--- src/rtl/fp_mul_pipe.sv ---
// Pipelined sign/exponent/mantissa multiplier with truncate/RNE rounding, saturation and exception flags.
// Stages: decode -> multiply -> normalise/round/pack. An output stall freezes all three stages.
module fp_mul_pipe #(
  parameter int EXP_W = 4,
  parameter int MAN_W = 3,
  parameter int BIAS  = 7,
  parameter int TAG_W = 4
) (
  input  logic                 clk,
  input  logic                 rst,
  input  logic                 in_valid,
  output logic                 in_ready,
  input  logic [EXP_W+MAN_W:0] a,
  input  logic [EXP_W+MAN_W:0] b,
  input  logic                 rnd_mode,
  input  logic                 sat_en,
  input  logic [TAG_W-1:0]     in_tag,
  output logic                 out_valid,
  input  logic                 out_ready,
  output logic [EXP_W+MAN_W:0] product,
  output logic [3:0]           flags,
  output logic [TAG_W-1:0]     out_tag
);
  localparam int W  = 1 + EXP_W + MAN_W;
  localparam int EW = EXP_W + 2;
  localparam int PW = 2 * MAN_W + 2;
  localparam logic [EW-1:0]    BIAS_E   = EW'(BIAS);
  localparam logic [EW-1:0]    EMAX     = EW'((1 << EXP_W) - 1);
  localparam logic [W-1:0]     NAN_WORD = {1'b0, {(EXP_W+MAN_W){1'b1}}};
  localparam logic [MAN_W-1:0] MAN_ONES = {MAN_W{1'b1}};
  localparam logic [MAN_W-1:0] MAN_MAXF = {{(MAN_W-1){1'b1}}, 1'b0};

  logic stall, adv;
  assign stall    = out_valid & ~out_ready;
  assign adv      = ~stall;
  assign in_ready = adv;

  logic [EXP_W-1:0] ea, eb;
  logic             a_nan, b_nan, a_zero, b_zero;
  assign ea     = a[W-2 -: EXP_W];
  assign eb     = b[W-2 -: EXP_W];
  assign a_nan  = (&ea) & (&a[MAN_W-1:0]);
  assign b_nan  = (&eb) & (&b[MAN_W-1:0]);
  assign a_zero = ~|ea;
  assign b_zero = ~|eb;

  logic             s1_vld, s1_sign, s1_nan, s1_zero, s1_rnd, s1_sat;
  logic [EW-1:0]    s1_exp;
  logic [MAN_W:0]   s1_ma, s1_mb;
  logic [TAG_W-1:0] s1_tag;

  always_ff @(posedge clk or posedge rst) begin
    if (rst) begin
      s1_vld  <= 1'b0;
      s1_sign <= 1'b0;
      s1_nan  <= 1'b0;
      s1_zero <= 1'b0;
      s1_rnd  <= 1'b0;
      s1_sat  <= 1'b0;
      s1_exp  <= '0;
      s1_ma   <= '0;
      s1_mb   <= '0;
      s1_tag  <= '0;
    end else if (adv) begin
      s1_vld  <= in_valid;
      s1_sign <= a[W-1] ^ b[W-1];
      s1_nan  <= a_nan | b_nan;
      s1_zero <= a_zero | b_zero;
      s1_rnd  <= rnd_mode;
      s1_sat  <= sat_en;
      s1_exp  <= EW'(ea) + EW'(eb) - BIAS_E;
      s1_ma   <= {1'b1, a[MAN_W-1:0]};
      s1_mb   <= {1'b1, b[MAN_W-1:0]};
      s1_tag  <= in_tag;
    end
  end

  logic             s2_vld, s2_sign, s2_nan, s2_zero, s2_rnd, s2_sat;
  logic [EW-1:0]    s2_exp;
  logic [PW-1:0]    s2_prod;
  logic [TAG_W-1:0] s2_tag;

  always_ff @(posedge clk or posedge rst) begin
    if (rst) begin
      s2_vld  <= 1'b0;
      s2_sign <= 1'b0;
      s2_nan  <= 1'b0;
      s2_zero <= 1'b0;
      s2_rnd  <= 1'b0;
      s2_sat  <= 1'b0;
      s2_exp  <= '0;
      s2_prod <= '0;
      s2_tag  <= '0;
    end else if (adv) begin
      s2_vld  <= s1_vld;
      s2_sign <= s1_sign;
      s2_nan  <= s1_nan;
      s2_zero <= s1_zero;
      s2_rnd  <= s1_rnd;
      s2_sat  <= s1_sat;
      s2_exp  <= s1_exp;
      s2_prod <= PW'(s1_ma) * PW'(s1_mb);
      s2_tag  <= s1_tag;
    end
  end

  // Normalise so the hidden bit sits at PW-1, then split fraction / guard / sticky.
  logic             top, guard, sticky, inc, inexact, ovf, unf;
  logic [PW-1:0]    norm;
  logic [MAN_W-1:0] frac, frac_f;
  logic [MAN_W:0]   mant_r;
  logic [EW-1:0]    exp_f;
  logic [W-1:0]     res;
  logic [3:0]       flg;

  always_comb begin
    top     = s2_prod[PW-1];
    norm    = top ? s2_prod : {s2_prod[PW-2:0], 1'b0};
    frac    = norm[PW-2 -: MAN_W];
    guard   = norm[PW-2-MAN_W];
    sticky  = |norm[PW-3-MAN_W:0];
    inc     = s2_rnd & guard & (sticky | frac[0]);
    mant_r  = {1'b0, frac} + {{MAN_W{1'b0}}, inc};
    frac_f  = mant_r[MAN_W-1:0];
    exp_f   = s2_exp + EW'(top) + EW'(mant_r[MAN_W]);
    inexact = guard | sticky;
    ovf     = ($signed(exp_f) > $signed(EMAX)) || ((exp_f == EMAX) && (frac_f == MAN_ONES));
    unf     = exp_f[EW-1] | (exp_f == '0);

    res = {s2_sign, exp_f[EXP_W-1:0], frac_f};
    flg = {3'b000, inexact};
    if (s2_nan) begin
      res = NAN_WORD;
      flg = 4'b1000;
    end else if (s2_zero) begin
      res = {s2_sign, {(W-1){1'b0}}};
      flg = 4'b0000;
    end else if (ovf) begin
      res = s2_sat ? {s2_sign, {EXP_W{1'b1}}, MAN_MAXF} : NAN_WORD;
      flg = {2'b01, 1'b0, inexact};
    end else if (unf) begin
      res = {s2_sign, {(W-1){1'b0}}};
      flg = 4'b0011;
    end
  end

  always_ff @(posedge clk or posedge rst) begin
    if (rst) begin
      out_valid <= 1'b0;
      product   <= '0;
      flags     <= '0;
      out_tag   <= '0;
    end else if (adv) begin
      out_valid <= s2_vld;
      product   <= res;
      flags     <= flg;
      out_tag   <= s2_tag;
    end
  end
endmodule

--- config.mk ---
export PLATFORM = sky130hd
export DESIGN_NAME = fp_mul_pipe
export DESIGN_NICKNAME = d
export VERILOG_FILES = /design/src/rtl/fp_mul_pipe.sv
export SDC_FILE = /design/constraint.sdc
export NUM_CORES = 1
export LEC_CHECK = 0
export CORE_ASPECT_RATIO = 1.25
export CORE_UTILIZATION = 50
export DETAILED_ROUTE_END_ITERATION = 8
export GPL_TIMING_DRIVEN = 0
export MAX_ROUTING_LAYER = met4
export PLACE_DENSITY = 0.72
export REMOVE_ABC_BUFFERS = 1
export SKIP_CTS_REPAIR_TIMING = 1
export SLEW_MARGIN = 20
export SYNTH_ARGS = -nofsm -noshare
export SYNTH_HDL_FRONTEND = slang
export SYNTH_SLANG_ARGS = --single-unit
--- constraint.sdc ---
create_clock -name clk -period 2.8 [get_ports clk]
set_clock_uncertainty 0.2 [all_clocks]
set_input_delay 0.56 -clock clk [delete_from_list [all_inputs] [get_ports clk]]
set_output_delay 0.56 -clock clk [all_outputs]
set_load 0.01 [all_outputs]
Yosys cells after proc, flatten, opt, wreduce, memory -nomap -nowiden
Index checks and enable logic that the tools add are counted.

word-level totals
  register bits = 65
  logic and storage cells = 67

operators by class
  $add $sub $neg = 5
  multipliers = 1
  order comparisons = 1
  eq/ne operators = 2
  multiplexer cells = 10
  bitwise logic cells = 13
  reduce and logical (&&, ||, !) cells = 12

operators by type and width
  cell                 count
  $mux 8               4
  $mux 7               2
  $add 6x1->6          2
  $mul 4x4->8          1
  $reduce_and 4->1     2
  $reduce_or 4->1      2
  $eq 6x4->1 const B   1
  $gt 6x5->1 const B   1
  $logic_not 6->1      1
  $mux 3               2
  $reduce_and 3->1     2
  $sub 5x3->6 const B  1
  $add 4x4->5          1
  $and 1x1->1          5
  $or 1x1->1           5
  $add 3x1->4          1
  $mux 4               1
  $eq 3x3->1 const B   1
  $reduce_or 3->1      1
  $logic_not 1->1      2
  $mux 2               1
  $not 1->1            2
  $logic_and 1x1->1    1
  $logic_or 1x1->1     1
  $xor 1x1->1          1

Longest topological paths before layout
Gate-level depths: netlist of the first run.

  depth in word-level cells = 12
  mapped depth = 11
  mapped depth without buffers = 11

Worst setup path before layout of the first run
Ideal clock, no wire load.

  path type = flip-flop to flip-flop
  from = register s1_ma[3]
  to = register s2_prod[7]
  library setup time = 69 ps
  arrival time = 2771 ps
  slack = -240 ps
  cell stages (with the launch flop) = 11
  buffers on the path = 0
  path through = dfrtp_1 -> nand2_1 -> fa_1 -> fa_1 -> inv_1 -> ha_1 -> a21o_1 -> a21oi_1 -> o21bai_1 -> a2111oi_0 -> nand3b_1

between the ends
  longest elaborated chain between the ends = 1

ends and longest elaborated chain
  item                    line  source
  from (decl)             49    logic [MAN_W:0] s1_ma, s1_mb;
  from (signal assigned)  72    s1_ma <= {1'b1, a[MAN_W-1:0]};
  $mul 4x4->8             102   s2_prod <= PW'(s1_ma) * PW'(s1_mb);
  to (signal assigned)    102
  to (decl)               80    logic [PW-1:0] s2_prod;

No other way between the ends.
A chain may end at the register's enable or synchronous reset.

Worst setup path in the final report of the first run
  from = register s1_mb[1]
  to = register s2_prod[7]

between the ends
  longest elaborated chain between the ends = 1

ends and longest elaborated chain
  item                    line  source
  from (decl)             49
  from (signal assigned)  73    s1_mb <= {1'b1, b[MAN_W-1:0]};
  $mul 4x4->8             102

No other way between the ends.

==> results.txt, run 1 <==
CP arrival: 2.95 ns
clk buf depth: 2
synthesis-to-layout area growth: 28.4%
Setup WS pre-CTS: -0.460 ns
total gr overflow: 0
commonest non-fill, non-tap cell in the layout: nand2_1
setup slack after layout: -0.0946 ns
maxcap violations: 0
met1 GRT Util: 23.2%
Compound-Gate Fraction of Synth Area: 8.87%
placed cell count: 500
Core ar.: 0.00661 mm2
cell area after layout: 0.00440 mm2
CTS tree: built
CTS Buf Count: 9
Post-Synth Simple-Gate Area: 25.4%
post-route ant nets: 0
Yosys warning count: 0
Cell variety after synth: 49
initial antenna violation count: 0
GP Congestion: 0.770
Post-Syn Area: 0.00343 mm2
Req. time, crit path: 2.86 ns
slew margin rel.: 70.0%
htree depth: 3
hpwl dp: 4390 um
post-route DRC violation count: 0
Lkg Pwr: 2.14 nW
kind of critical path: flip-flop to flip-flop
largest family of logic cells by synthesized area: simple AND/OR/NAND/NOR gates
# nets final: 490
mux contribution to synthesized area: 1.24%
Die X: 76.1 um
wire per inst: 11.9 um
initial drt markers: 96
crit path launch type: flip-flop
Via density: 5.02
first-pass GRT wire length: 10700 um
port buffer count: 43
# rows: 33
routed wire length: 6320 um
Synth Register Bits: 64
fin. max-slew vios: 0
min cycle time layout: 2.89 ns
RSZ-0062 raised after global routing: true
Highest Clock Rate: 0.345 GHz
Cell Area, Placed: 0.00401 mm2
Pwr Density: 975 mW/mm2
Vias: 2662
failing checks: setup timing
clk slew on worst S/H paths: 0.07 ns
Hold Vio Cnt, Final: 0
Post-synth EDFFs: 0
GRT Max-Usage Layer: met2
xor/xnor share of the synthesized area: 2.81%
drt first pass iters: 4
IO Pins: 44
met3 GRT Util: 3.48%
main flop type after synthesis: dfrtp_1
met2 usage: 32.5%
total power: 0.00429 W
CP endpoint kind: flip-flop
ys async rst share: 100%
Tcrit/Tclk final: 103%
# diodes: 0
Worst-Skew Late Latency: 0.33 ns
Hold WC Path Type: flip-flop to flip-flop
layout cell share with drive strength beyond 1: 13.3%
Avg Cell Area, Syn: 8.97 um2
Die Y: 94.6 um
Finished Layout Cells: 530
commonest cells after routing, fill and taps aside: nand2_1, dfrtp_1, clkdlybuf4s50_1
number of global-route vias before repair: 2423
Starting Density: 51.9%
gr usage total: 19.2%
Worst Max-Slew Pin Slew: 0.438 ns
IR drop worst, VDD: 0.420 mV
Post-Synthesis Cells: 382
final setup vio count: 8
Die ar.: 0.00719 mm2
largest net degree at the start of global routing: 46
adder and majority gate portion of the synthesized area: 10.8%
root buf cell: clkbuf_8
worst-path fanout max: 4
CTS sink count: 64
status: finished with violations
register area share after synthesis: 46.7%
-- registers in the layout, indices dropped and copies added, names as in the netlist, 3 cells and up --
signal	cells
s1_tag	4
s2_prod	8
s2_exp	6
s1_ma	4
flags	4
product	8
s1_exp	6
out_tag	4
s2_tag	4
s1_mb	3
-- synthesized netlist by cell type, drive strengths merged, types with 6 or more instances --
master | n | area (um2)
and2 | 8 | 50.1
buf | 7 | 46.3
dfrtp | 64 | 1600
clkbuf | 9 | 33.8
a21oi | 14 | 81.3
o21ai | 8 | 40.0
nor2 | 17 | 63.8
fa | 6 | 120
inv | 16 | 60.1
nand2 | 149 | 559
xnor2 | 7 | 61.3
ha | 20 | 250
-- through the flow --
| step | hold WS, ns | setup TNS, ns | util (%) |
|---|---|---|---|
| 5_1_grt | 0.293 | -1.50 | 66.6 |
| 2_1_floorplan | 0.230 | -113.93 | - |
| 3_5_place_dp | 0.255 | -4.01 | 60.6 |
| 3_3_place_gp | 0.243 | -306.81 | 58.8 |
| 4_1_cts | 0.266 | -4.30 | 64.0 |
| 6_report | 0.266 | -0.237 | 66.6 |
-- final cells by class --
class                   count  area, um2
repair buffers             61        648
clock inverters             7       95.1
inverters                  16       75.1
fillers                   581       2210
clock buffers               9        124
multi-input cells         286       1750
flip-flops and latches     64       1600
well taps                  87        109
-- critical path: stages, from the launching register on --
cell and delay (ns):
dfrtp_1 0.40, nand2_2 0.08, fa_1 0.55, fa_1 0.42
inv_2 0.09, ha_4 0.19, a21o_1 0.18, a21oi_2 0.16
o21bai_1 0.12, a2111oi_2 0.29, nand3b_1 0.15
-- final timing paths --
| check | cells after the start | from | end | slack (ns) |
|---|---|---|---|---|
| setup / recovery | 10 | s1_mb[1] | s2_prod[7] | -0.09 |
| hold / removal | 2 | out_tag[2] | out_tag[2] | 0.27 |
| setup reg to reg | 10 | s1_mb[1] | s2_prod[7] | -0.09 |
| hold reg to reg | 2 | out_tag[2] | out_tag[2] | 0.27 |
| max in group asynchronous | 3 | rst | s1_ma[3] | 1.57 |
| min in group asynchronous | 2 | rst | s1_sign | 0.33 |
-- layer usage --
metal	share of wire [%]	up-vias	wire [um]
li1	-	1365	-
met1	46	1247	2930
met2	50	44	3190
met3	2.1	6	134
met4	1.0	0	66
met5	0	-	0
-- where the power goes --
part / internal, W / total, W / leakage (nW) / switching, W
registers: 0.00127 / 0.00156 / 0.774 / 0.000290
logic: 0.000948 / 0.00188 / 1.26 / 0.000930
clock network: 0.000502 / 0.000854 / 0.110 / 0.000352
total: 0.00272 / 0.00429 / 2.14 / 0.00157
-- logic make-up after synthesis --
logic type      count (synthesis)
compound gates                 41
xor+xnor                       11
fa+ha+maj                      26
buf+inv                        32
flops                          64
mux                             4
simple gates                  204
Power figures use the tool's default switching activity.
==> run 2: changes to the inputs <==
MAX_ROUTING_LAYER = not set   (was met4)
PLACE_DENSITY = 0.83   (was 0.72)
==> results.txt, run 2 (same netlist as run 1, synthesis figures left out) <==
Lkg Pwr: 2.15 nW (+0.59%)
crit path launch type: flip-flop
post-route ant nets: 0 (unchanged)
CTS sink count: 64 (unchanged)
Tcrit/Tclk final: 106% (+3.1 points)
Hold WC Path Type: flip-flop to flip-flop
root buf cell: clkbuf_8
commonest non-fill, non-tap cell in the layout: nand2_1
kind of critical path: flip-flop to flip-flop
status: finished with violations
setup slack after layout: -0.182 ns (-0.0869 ns)
Worst path slowest cell: fa_1
Fill cells: 488 (-16%)
clk buf depth: 2 (unchanged)
# nets final: 496 (+1.2%)
number of global-route vias before repair: 2549 (+5.2%)
CP arrival: 3.05 ns (+0.10 ns)
Die X: 76.1 um (unchanged)
post-route DRC violation count: 0 (unchanged)
final setup vio count: 3 (-5)
hpwl dp: 4610 um (+5.0%)
CTS Buf Count: 9 (unchanged)
synthesis-to-layout area growth: 29.1%
Starting Density: 51.9% (unchanged)
gr usage total: 20.5% (+1.2 points)
wire per inst: 13.6 um (+14%)
Largest stage delay, worst path: 0.56 ns (about the same)
sequential cell area: 0.00161 mm2 (about the same)
failing checks: setup timing
area of the multi-input gates: 0.00179 mm2 (+2.7%)
Pwr Density: 994 mW/mm2 (+2.0%)
Worst-Skew Late Latency: 0.34 ns (about the same)
Worst Max-Slew Pin Slew: 0.674 ns (+0.236 ns)
worst-path fanout max: 4 (unchanged)
CP top delay family: adder cells
initial antenna violation count: 0 (unchanged)
IO Pins: 44 (unchanged)
CP endpoint kind: flip-flop
GP Congestion: 0.805 (+4.5%)
routed wire length: 7310 um (+16%)
Hold Vio Cnt, Final: 0 (unchanged)
IR drop worst, VDD: 0.458 mV (+9.1%)
Core ar.: 0.00661 mm2 (unchanged)
WP buf/inv: 1 (unchanged)
Highest Clock Rate: 0.335 GHz (-2.9%)
maxcap violations: 0 (unchanged)
initial drt markers: 214 (+120%)
Crit path top cell by count: fa_1
slew margin rel.: 54.9% (-15 points)
Via density: 5.30 (+5.5%)
setup_tns: -0.212 ns (+0.0247 ns)
Die Y: 94.6 um (unchanged)
commonest cells after routing, fill and taps aside: nand2_1, dfrtp_1, clkdlybuf4s50_1
largest net degree at the start of global routing: 47 (+2.2%)
fin. max-slew vios: 0 (unchanged)
Vias: 2840 (+6.7%)
CTS tree: built
Setup WS pre-CTS: -0.505 ns (-0.0455 ns)
htree depth: 3 (unchanged)
crit-path cells: nand2_2 > fa_1 > fa_1 > inv_2 > ha_4 > a21o_1 > a21oi_2 > o21bai_2 > a2111oi_2 > nand3b_1
min cycle time layout: 2.98 ns (+0.0869 ns)
port buffer count: 43 (unchanged)
Die ar.: 0.00719 mm2 (unchanged)
Min Hold Slack: 0.258 ns (-0.00737 ns)
# diodes: 0 (unchanged)
Req. time, crit path: 2.86 ns (about the same)
total power: 0.00440 W (+2.5%)
Regs by FF count: product: 8 flops, s2_prod: 8 flops
RSZ-0062 raised after global routing: true
# rows: 33 (unchanged)
total gr overflow: 0 (unchanged)
first-pass GRT wire length: 11500 um (+7.5%)
drt first pass iters: 5 (+1)
layout cell share with drive strength beyond 1: 16.3% (+2.9 points)
clk slew on worst S/H paths: 0.07 ns (about the same)
Final Core Density: 67.0% (+0.34 points)
run 2: final cells by class:
type,count,area share [%]
multi-input cells,287,40.5
clock buffers,10,2.89
flip-flops and latches,64,36.3
inverters,16,1.47
clock inverters,6,1.90
repair buffers,66,14.5
well taps,87,2.46
run 2: path summary, 6_finish.rpt:
kind,slack (ns),depth (start not counted),endpoint,startpoint
max in group asynchronous,1.57,3,s1_ma[3],rst
max,-0.18,10,s2_prod[7],s1_mb[1]
min,0.26,1,out_valid,s2_vld
min in group asynchronous,0.31,2,product[6],rst
min reg2reg,0.26,1,out_valid,s2_vld
max reg2reg,-0.18,10,s2_prod[7],s1_mb[1]
run 2: stage by stage:
step / std cells / cell area, um2
global placement: 496 / 3890
detailed placement: 499 / 3960
floorplan: 366 / 3350
CTS: 515 / 4170
finish: 536 / 4420
global route: 536 / 4420
run 2: where the power goes:
part	switching [W]	total [W]	internal (W)
Combinational	0.00100	0.00198	0.000977
Clock	0.000338	0.000836	0.000498
Sequential	0.000314	0.00159	0.00127
Total	0.00165	0.00440	0.00275
run 2: metal layers:
| layer | wire length [um] | vias to the layer above | part of all wire (%) | GRT usage [%] |
|---|---|---|---|---|
| met2 | 3860 | 82 | 53 | 36.2 |
| met1 | 3040 | 1360 | 42 | 24.2 |
| met5 | 0 | - | 0 | 0 |
| met3 | 252 | 16 | 3.4 | 4.73 |
| li1 | - | 1382 | - | - |
| met4 | 166 | 0 | 2.3 | 8.33 |
